## src/rtl/rot_pkg.sv

```systemverilog
`default_nettype none
// +----------------------------------------------------------------------------+
// | Module      : rot_pkg                                                      |
// | Description : Shared types and constants for the rotator datapath.         |
// | Revision    : 1.0 - initial release                                        |
// +----------------------------------------------------------------------------+
package rot_pkg;

  localparam int ROT_WIDTH = 8;

  typedef logic [ROT_WIDTH-1:0] rot_word_t;

  localparam logic SEL_LEFT  = 1'b1;
  localparam logic SEL_RIGHT = 1'b0;

endpackage : rot_pkg
`default_nettype wire

```

## src/rtl/mux_2to1_core.sv

```systemverilog
`default_nettype none
// +----------------------------------------------------------------------------+
// | Module      : mux_2to1_core                                                |
// | Description : Combinational 2:1 word selector (lr=1 picks left).           |
// | Revision    : 1.0 - initial release                                        |
// +----------------------------------------------------------------------------+
module mux_2to1_core
  import rot_pkg::*;
#(
  parameter int WIDTH = ROT_WIDTH
) (
  input  logic [WIDTH-1:0] i_left,
  input  logic [WIDTH-1:0] i_right,
  input  logic             i_lr,
  output logic [WIDTH-1:0] o_sel
);

  assign o_sel = (i_lr == SEL_LEFT) ? i_left : i_right;

endmodule : mux_2to1_core
`default_nettype wire

```

## src/rtl/mux_2to1.sv

```systemverilog
`default_nettype none
// +----------------------------------------------------------------------------+
// | Module      : mux_2to1                                                     |
// | Description : Registered 2:1 word selector with a valid flag, 1-cycle lat. |
// | Revision    : 1.0 - initial release                                        |
// +----------------------------------------------------------------------------+
module mux_2to1
  import rot_pkg::*;
#(
  parameter int               WIDTH     = ROT_WIDTH,
  parameter logic [WIDTH-1:0] RST_VALUE = '0
) (
  input  logic             clk,
  input  logic             rst,
  input  logic [WIDTH-1:0] left,
  input  logic [WIDTH-1:0] right,
  input  logic             lr,
  input  logic             in_valid,
  output logic [WIDTH-1:0] y,
  output logic             out_valid
);

  logic [WIDTH-1:0] w_sel;
  logic [WIDTH-1:0] r_y;
  logic             r_out_valid;

  mux_2to1_core #(
    .WIDTH (WIDTH)
  ) u_core (
    .i_left  (left),
    .i_right (right),
    .i_lr    (lr),
    .o_sel   (w_sel)
  );

  // y holds across idle cycles; only the valid flag drops.
  always_ff @(posedge clk) begin
    if (rst) begin
      r_y         <= RST_VALUE;
      r_out_valid <= 1'b0;
    end else if (in_valid) begin
      r_y         <= w_sel;
      r_out_valid <= 1'b1;
    end else begin
      r_out_valid <= 1'b0;
    end
  end

  assign y         = r_y;
  assign out_valid = r_out_valid;

  a_lr_known : assert property (@(posedge clk) disable iff (rst)
                                in_valid |-> !$isunknown(lr));

endmodule : mux_2to1
`default_nettype wire

```

## config.mk

```make
export PLATFORM = sky130hd
export DESIGN_NAME = mux_2to1
export DESIGN_NICKNAME = d
export VERILOG_FILES = /design/src/rtl/rot_pkg.sv /design/src/rtl/mux_2to1_core.sv /design/src/rtl/mux_2to1.sv
export SDC_FILE = /design/constraint.sdc
export NUM_CORES = 1
export LEC_CHECK = 0
export ABC_AREA = 0
export CAP_MARGIN = 20
export CORE_MARGIN = 2
export CORE_UTILIZATION = 28
export CTS_BUF_LIST = sky130_fd_sc_hd__clkbuf_8
export CTS_CLUSTER_DIAMETER = 80
export DETAILED_ROUTE_END_ITERATION = 10
export GPL_ROUTABILITY_DRIVEN = 0
export GPL_TIMING_DRIVEN = 0
export PLACE_DENSITY = 0.69
export SYNTH_ARGS = -nofsm -noshare
export SYNTH_HDL_FRONTEND = slang
export SYNTH_SLANG_ARGS = --single-unit
```

## constraint.sdc

```tcl
create_clock -name clk -period 1.25 [get_ports clk]
set_input_delay 0.375 -clock clk [delete_from_list [all_inputs] [get_ports clk]]
set_output_delay 0.375 -clock clk [all_outputs]
set_load 0.02 [all_outputs]
```

==> impl_metrics.sql, run 1 <==
INSERT INTO impl_metrics (metric_group, metric, value, unit) VALUES
('outcome', 'run_status', 'finished clean', ''),
('worst_setup_path', 'startpoint', 'y[0]$_SDFFE_PP0P_', ''),
('worst_setup_path', 'critPathTopFamily', 'flip-flops', ''),
('final_layout', 'post_route_cells_drive_above_1_share', '19.40', '%'),
('timing', 'hold_viol_final', '0', ''),
('clock_network', 'cts_root_buffer', 'sky130_fd_sc_hd__clkbuf_8', ''),
('route', 'drtIter0Drc', '3', ''),
('worst_setup_path', 'setup.worst_path.end', 'y[0]', ''),
('worst_setup_path', 'worst-endpoint-required', '0.88', 'ns'),
('pwr', 'vdd_ir_drop_max', '416.0', 'uV'),
('place', 'io_buffer_count', '25', ''),
('timing', 'clock-skew-final', '0', 'ns'),
('logic_synthesis', 'synthesis.area_per_instance', '10.27', 'sq um'),
('route', 'drtAntennaViolNets', '0', ''),
('logic_synthesis', 'synth-seq-area-share', '46.15', '%'),
('floorplan', 'die_width', '41.34', 'microns'),
('pwr', 'power_density', '1201', 'nW/um^2'),
('worst_setup_path', 'critical_path_data_arrival_time', '0.85', 'ns'),
('timing', 'maximum_clock_frequency', '0.8185', 'GHz'),
('final_layout', 'post_layout_nonfiller_instances', '82', ''),
('worst_setup_path', 'reg2regPathDepth', '2', ''),
('logic_synthesis', 'yosys-top-cells-area', 'sky130_fd_sc_hd__dfxtp_1 46%, sky130_fd_sc_hd__mux2i_1 21%, sky130_fd_sc_hd__a211oi_1 15%', ''),
('clock_network', 'h-tree-depth', '1', ''),
('global_route', 'first_pass_grt_wire_length', '1276', 'microns'),
('final_layout', 'area_growth_syn_to_layout', '71.47', '%'),
('route', 'drt-wirelength-per-cell', '11.12', 'microns'),
('global_route', 'overflow', '0', ''),
('clock_network', 'clkTransAtPathRegs', '0.04', 'ns'),
('global_route', 'track_usage', '11.89', '%'),
('place', 'placed_cells_incl_taps', '78', ''),
('floorplan', 'initial_cell_density_of_the_core', '30.00', '%'),
('timing', 'fin_crit_sh', '97.74', '%'),
('floorplan', 'die-height', '41.34', 'microns'),
('clock_network', 'worstSkewPairLatency', '0.23', 'ns'),
('logic_synthesis', 'yosys_warnings', '0', ''),
('floorplan', 'std_cell_rows', '13', ''),
('clock_network', 'cts_resized', '17', ''),
('route', 'num_vias', '381', ''),
('logic_synthesis', 'flops_latches_synth', '9', ''),
('place', 'dp_hpwl', '681.5', 'microns'),
('worst_setup_path', 'worstPathBufferInverterCount', '1', ''),
('logic_synthesis', 'synth_ff_type', 'sky130_fd_sc_hd__dfxtp_1', ''),
('final_layout', 'antenna_cells', '0', ''),
('final_layout', 'n_fill_cell', '151', ''),
('logic_synthesis', 'synthCells', '38', ''),
('logic_synthesis', 'synth-async-reset-ratio', '0', '%'),
('min_path', 'timing.hold.worst.class', 'reg2reg', ''),
('worst_setup_path', 'cp.depth', '1', ''),
('logic_synthesis', 'synth.top_cells.by_count', '9 x sky130_fd_sc_hd__dfxtp_1, 8 x sky130_fd_sc_hd__a211oi_1, 8 x sky130_fd_sc_hd__mux2i_1, 8 x sky130_fd_sc_hd__nor2_1, 2 x sky130_fd_sc_hd__buf_6', ''),
('worst_setup_path', 'criticalPathCategory', 'reg2out', ''),
('flow_run', 'maxCapViolations', '0', ''),
('timing', 'timing.final.setup_violations', '0', ''),
('worst_setup_path', 'regToRegStartpoint', 'y[2]$_SDFFE_PP0P_', ''),
('timing', 'slew_headroom', '73.83', '%'),
('place', 'detailedPlace.worstSlack', '-0.04695', 'ns'),
('clock_network', 'bufs_on_longest_clock_path', '2', ''),
('floorplan', 'core_region_area', '1301', 'sq um'),
('logic_synthesis', 'netlist-cell-type-count', '8', ''),
('worst_setup_path', 'endpoint_kind', 'output pin', ''),
('clock_network', 'tritoncts.num_buffers', '3', ''),
('logic_synthesis', 'mappedNetlistNets', '58', ''),
('timing', 'fin_ws', '0.02830', 'ns'),
('worst_setup_path', 'critical_path_peak_fanout', '2', ''),
('global_route', 'via_count_of_the_first_global_routing_pass', '326', ''),
('worst_setup_path', 'start_kind', 'register', ''),
('logic_synthesis', 'netlist.top_cell.by_area', 'sky130_fd_sc_hd__dfxtp_1', ''),
('worst_setup_path', 'cp_cell_sequence', 'clkdlybuf4s15_1', ''),
('floorplan', 'design.die.area', '1709', 'sq um'),
('pwr', 'p_leak', '0.2957', 'nW'),
('route', 'via_per_inst', '4.646', ''),
('final_layout', 'final_net_count', '88', '');
[per-stage QoR]
stage / utilization [%] / cell area [sq um]
detailed placement: 50.67 / 659.4
global route: 51.44 / 669.4
global placement: 50.67 / 659.4
CTS: 54.04 / 703.2
floorplan: - / 390.4
finish: 51.44 / 669.4
[sequential cells by signal, indices dropped and copies added (netlist names)]
| name | cells |
|---|---|
| y | 8 |
| out_valid | 1 |
[worst min-delay path by stage]
stage,start,to,slack [ns],cells past startpoint
after floorplan,y[0]$_SDFFE_PP0P_,y[0]$_SDFFE_PP0P_,0.56,2
after global placement,y[6]$_SDFFE_PP0P_,y[6]$_SDFFE_PP0P_,0.47,2
after detailed placement,y[6]$_SDFFE_PP0P_,y[6]$_SDFFE_PP0P_,0.48,2
after CTS,y[6]$_SDFFE_PP0P_,y[6]$_SDFFE_PP0P_,0.48,2
after global routing,y[5]$_SDFFE_PP0P_,y[5]$_SDFFE_PP0P_,0.51,2
final,y[4]$_SDFFE_PP0P_,y[4]$_SDFFE_PP0P_,0.48,2
[power by group]
part	switching, mW	internal [mW]	leakage [nW]	total, mW
clock network	0.108	0.213	0.0269	0.322
registers	0.00985	0.309	0.0749	0.319
logic	0.0718	0.0912	0.194	0.163
total	0.190	0.614	0.296	0.804
[worst min-delay path, delay by kind of cell, from the launching register on]
kind	cells	cell delay, ns
AO/OA/AOI/OAI	1	0.05
AND/OR/NAND/NOR	1	0.08
flip-flops	1	0.30
[final cells by class]
type,instances,area [sq um],area share (%)
Timing Repair Buffer,25,215.2,32.15
Sequential cell,9,180.2,26.92
Multi-Input combinational cell,25,176.4,26.36
Clock buffer,3,41.29,6.168
Buffer,4,33.78,5.047
Tap cell,15,18.77,2.804
Clock inverter,1,3.754,0.5607
[layout by cell type (no fill, tap or decap), drive strengths merged]
cell           synthesis  layout
dfxtp                  9       9
inv                    0       1
clkdlybuf4s50          0      16
nor2b                  1       1
buf                    4       4
clkdlybuf4s15          0       2
clkbuf                 0      10
nor2                   8       8
a211oi                 8       8
mux2i                  8       8
[metal layers]
layer	vias up	global-route usage (%)	share of wire [%]
met5	-	0	0
met4	0	4.839	0
met3	0	5.851	12
met2	21	19.53	50
met1	168	12.99	38
li1	192	-	-
[logic make-up (layout without fill, tap and decap cells)]
group | after synthesis | after routing | synth area share, %
compound gates | 8 | 8 | 15.39
buf+inv | 4 | 33 | 8.653
flops | 9 | 9 | 46.15
mux | 8 | 8 | 20.51
simple gates | 9 | 9 | 9.296
Note: power is estimated with default switching activity, not from simulation.
==> run 2: changes to the inputs <==
--- a/config.mk
+++ b/config.mk
@@ -14,7 +14,8 @@
 export DETAILED_ROUTE_END_ITERATION = 10
 export GPL_ROUTABILITY_DRIVEN = 0
 export GPL_TIMING_DRIVEN = 0
-export PLACE_DENSITY = 0.69
+export PLACE_DENSITY = 0.72
+export SKIP_CTS_REPAIR_TIMING = 1
 export SYNTH_ARGS = -nofsm -noshare
 export SYNTH_HDL_FRONTEND = slang
 export SYNTH_SLANG_ARGS = --single-unit
==> constraint.sdc (replaced) <==
create_clock -name clk -period 1 [get_ports clk]
set_input_delay 0.3 -clock clk [delete_from_list [all_inputs] [get_ports clk]]
set_output_delay 0.3 -clock clk [all_outputs]
set_load 0.02 [all_outputs]
==> run 2 against run 1 <==
  * Critical path depth unchanged
  * Power rose by 30%
  * Die area is the same
  * Hold slack worse by 0.071 ns
  * Register-to-register slack worse by 0.23 ns
  * Critical endpoint is now y[5]
  * Via count is 0.79% lower
  * Clock power is 25% higher
  * Sequential share of layout area shrank 0.57 points
  * Non-clock buffer count unchanged
  * Sequential power grew 28%
==> impl_metrics.sql, run 2 (synthesis gave the netlist of run 1 again) <==
INSERT INTO impl_metrics (metric_group, metric, value, unit) VALUES
('outcome', 'run_status', 'finished clean', ''),
('timing', 'timing.final.setup_violations', '0', ''),
('final_layout', 'seqCellArea', '190.2', 'sq um'),
('pwr', 'power.share.switching', '23.31', '%'),
('route', 'route.final.wire_length', '898', 'microns'),
('route', 'detail_route.drc_violations', '0', ''),
('worst_setup_path', 'endpoint_kind', 'output pin', ''),
('global_route', 'track_usage', '13.30', '%'),
('pwr', 'internal_power', '0.7984', 'mW'),
('place', 'io_buffer_count', '25', ''),
('clock_network', 'worstSkewPairLatency', '0.22', 'ns'),
('clock_network', 'bufs_on_longest_clock_path', '2', ''),
('timing', 'slew_headroom', '72.90', '%'),
('pwr', 'p_leak', '0.3119', 'nW'),
('timing', 'period_minus_slack', '0.9674', 'ns'),
('worst_setup_path', 'critPathTopFamily', 'flip-flops', ''),
('worst_setup_path', 'worstPathBufferInverterCount', '1', ''),
('floorplan', 'initial_cell_density_of_the_core', '30.00', '%'),
('floorplan', 'std_cell_rows', '13', ''),
('worst_setup_path', 'critical_path_data_arrival_time', '0.67', 'ns'),
('timing', 'fin_ws', '0.03262', 'ns'),
('floorplan', 'design.die.area', '1709', 'sq um'),
('worst_setup_path', 'reg2regPathDepth', '2', ''),
('worst_setup_path', 'timing.critical_path.slowest_stage_cell', 'sky130_fd_sc_hd__dfxtp_2', ''),
('floorplan', 'num_io_pins', '29', ''),
('final_layout', 'n_fill_cell', '139', ''),
('flow_run', 'maxCapViolations', '0', ''),
('final_layout', 'final_net_count', '88', ''),
('pwr', 'p_sw', '0.2427', 'mW'),
('global_route', 'antenna_found_initial', '0', ''),
('worst_setup_path', 'cp.depth', '1', ''),
('pwr', 'post-layout-total-power', '1.041', 'mW'),
('final_layout', 'layout_commonest_cell', 'sky130_fd_sc_hd__clkdlybuf4s50_1', ''),
('pwr', 'share_clk_of_total_power', '38.7', '%'),
('final_layout', 'mostFrequentLayoutCells', '16 x sky130_fd_sc_hd__clkdlybuf4s50_1, 10 x sky130_fd_sc_hd__buf_6', ''),
('final_layout', 'post_route_cells_drive_above_1_share', '34.33', '%'),
('route', 'detail_route.first_pass.iterations', '2', ''),
('clock_network', 'tritoncts.num_buffers', '3', ''),
('floorplan', 'die-height', '41.34', 'microns'),
('worst_setup_path', 'r2r_end', 'y[6]$_SDFFE_PP0P_', ''),
('global_route', 'via_count_of_the_first_global_routing_pass', '360', ''),
('timing', 'maximum_clock_frequency', '1.034', 'GHz'),
('clock_network', 'clock-sinks', '9', ''),
('place', 'detailedPlace.worstSlack', '-0.2155', 'ns'),
('pwr', 'power_frac_seq', '39.2', '%'),
('clock_network', 'clkTransAtPathRegs', '0.05', 'ns'),
('route', 'wl_met3', '78', 'microns'),
('route', 'wire_length_on_met2', '464', 'microns'),
('final_layout', 'antenna_cells', '0', ''),
('worst_setup_path', 'worst-endpoint-required', '0.70', 'ns'),
('worst_setup_path', 'cp_cell_sequence', 'buf_6', ''),
('worst_setup_path', 'regToRegStartpoint', 'y[6]$_SDFFE_PP0P_', ''),
('final_layout', 'area_growth_syn_to_layout', '84.94', '%'),
('global_route', 'grt_start_max_net_pins', '11', ''),
('worst_setup_path', 'cp_slowest_stage_delay', '0.33', 'ns'),
('pwr', 'power.share.combinational', '22.1', '%'),
('route', 'drtAntennaViolNets', '0', ''),
('route', 'topRoutingLayerUsed', 'met3', ''),
('worst_setup_path', 'start_kind', 'register', ''),
('floorplan', 'core_region_area', '1301', 'sq um'),
('worst_setup_path', 'setup.reg_to_reg.worst_slack', '0.34', 'ns'),
('timing', 'clock-skew-final', '0', 'ns'),
('final_layout', 'post-route-util', '55.48', '%'),
('timing', 'final-max-slew-violation-count', '0', ''),
('pwr', 'vdd_ir_drop_max', '1172', 'uV'),
('global_route', 'first_pass_grt_wire_length', '1435', 'microns'),
('worst_setup_path', 'critical_path_peak_fanout', '2', ''),
('floorplan', 'die_width', '41.34', 'microns'),
('worst_setup_path', 'setup.worst_path.end', 'y[5]', ''),
('place', 'dp_hpwl', '662.6', 'microns'),
('timing', 'min_hold_slack', '0.4107', 'ns'),
('final_layout', 'multiInputGateArea', '176.4', 'sq um'),
('route', 'drtIter0Drc', '3', ''),
('route', 'num_vias', '378', ''),
('clock_network', 'cts_tree', 'built', ''),
('timing', 'fin_crit_sh', '96.74', '%'),
('worst_setup_path', 'criticalPathCategory', 'reg2out', ''),
('timing', 'worst-slew-pin-transition', '0.4066', 'ns'),
('min_path', 'timing.hold.worst.class', 'in2reg', ''),
('pwr', 'power_density', '1442', 'nW/um^2'),
('final_layout', 'largest_register_ff_count', '8', ''),
('route', 'met1Wirelength', '355', 'microns'),
('route', 'via_per_inst', '4.610', ''),
('timing', 'hold_viol_final', '0', ''),
('worst_setup_path', 'startpoint', 'y[5]$_SDFFE_PP0P_', ''),
('route', 'drt-wirelength-per-cell', '10.95', 'microns'),
('clock_network', 'h-tree-depth', '1', ''),
('global_route', 'overflow', '0', ''),
('clock_network', 'cts_root_buffer', 'sky130_fd_sc_hd__clkbuf_8', '');
-- run 2: cell count changes in the layout (fill, tap and decap cells not counted) --
cell                              previous run  this run
sky130_fd_sc_hd__clkdlybuf4s15_1             2         0
sky130_fd_sc_hd__buf_6                       2        10
sky130_fd_sc_hd__dfxtp_2                     0         8
sky130_fd_sc_hd__dfxtp_1                     9         1
sky130_fd_sc_hd__buf_4                       1         2
sky130_fd_sc_hd__clkbuf_2                    7         0
-- run 2: layout make-up --
| class | instances | area share (%) |
|---|---|---|
| multi-input cells | 25 | 24.44 |
| clock buffers | 3 | 5.719 |
| clock inverters | 1 | 0.5199 |
| flip-flops and latches | 9 | 26.34 |
| well taps | 15 | 2.600 |
| plain buffers | 4 | 4.679 |
| repair buffers | 25 | 35.70 |
-- run 2: worst min-delay path by stage --
stage | startpoint | endpoint | slack [ns] | depth (start not counted)
after floorplan | right[7] | y[7]$_SDFFE_PP0P_ | 0.53 | 2
after global placement | y[0]$_SDFFE_PP0P_ | y[0]$_SDFFE_PP0P_ | 0.47 | 2
after detailed placement | y[0]$_SDFFE_PP0P_ | y[0]$_SDFFE_PP0P_ | 0.48 | 2
after CTS | in_valid | y[3]$_SDFFE_PP0P_ | 0.42 | 3
after global routing | in_valid | y[4]$_SDFFE_PP0P_ | 0.42 | 3
final | in_valid | y[3]$_SDFFE_PP0P_ | 0.41 | 3
-- run 2: per-stage QoR --
| step | cell area (sq um) | cells | setup TNS, ns |
|---|---|---|---|
| after floorplan | 390.4 | 38 | 0 |
| after global placement | 659.4 | 78 | -2.699 |
| after detailed placement | 659.4 | 78 | -2.925 |
| after CTS | 704.4 | 82 | -4.090 |
| after global routing | 721.9 | 82 | -0.009845 |
| final | 721.9 | 82 | 0 |
-- run 2: power by group through the flow --
stage / clock network (mW) / registers, mW / logic (mW)
after floorplan: 0 / 0.437 / 0.0722
after global placement: 0 / 0.403 / 0.227
after detailed placement: 0 / 0.405 / 0.229
after CTS: 0.411 / 0.398 / 0.229
after global routing: 0.440 / 0.411 / 0.249
final: 0.403 / 0.408 / 0.230
-- run 2: metal layers --
layer | up-vias | track usage (%)
met5 | - | 0
met2 | 15 | 24.61
met4 | 0 | 4.839
li1 | 193 | -
met3 | 0 | 5.319
met1 | 170 | 13.23
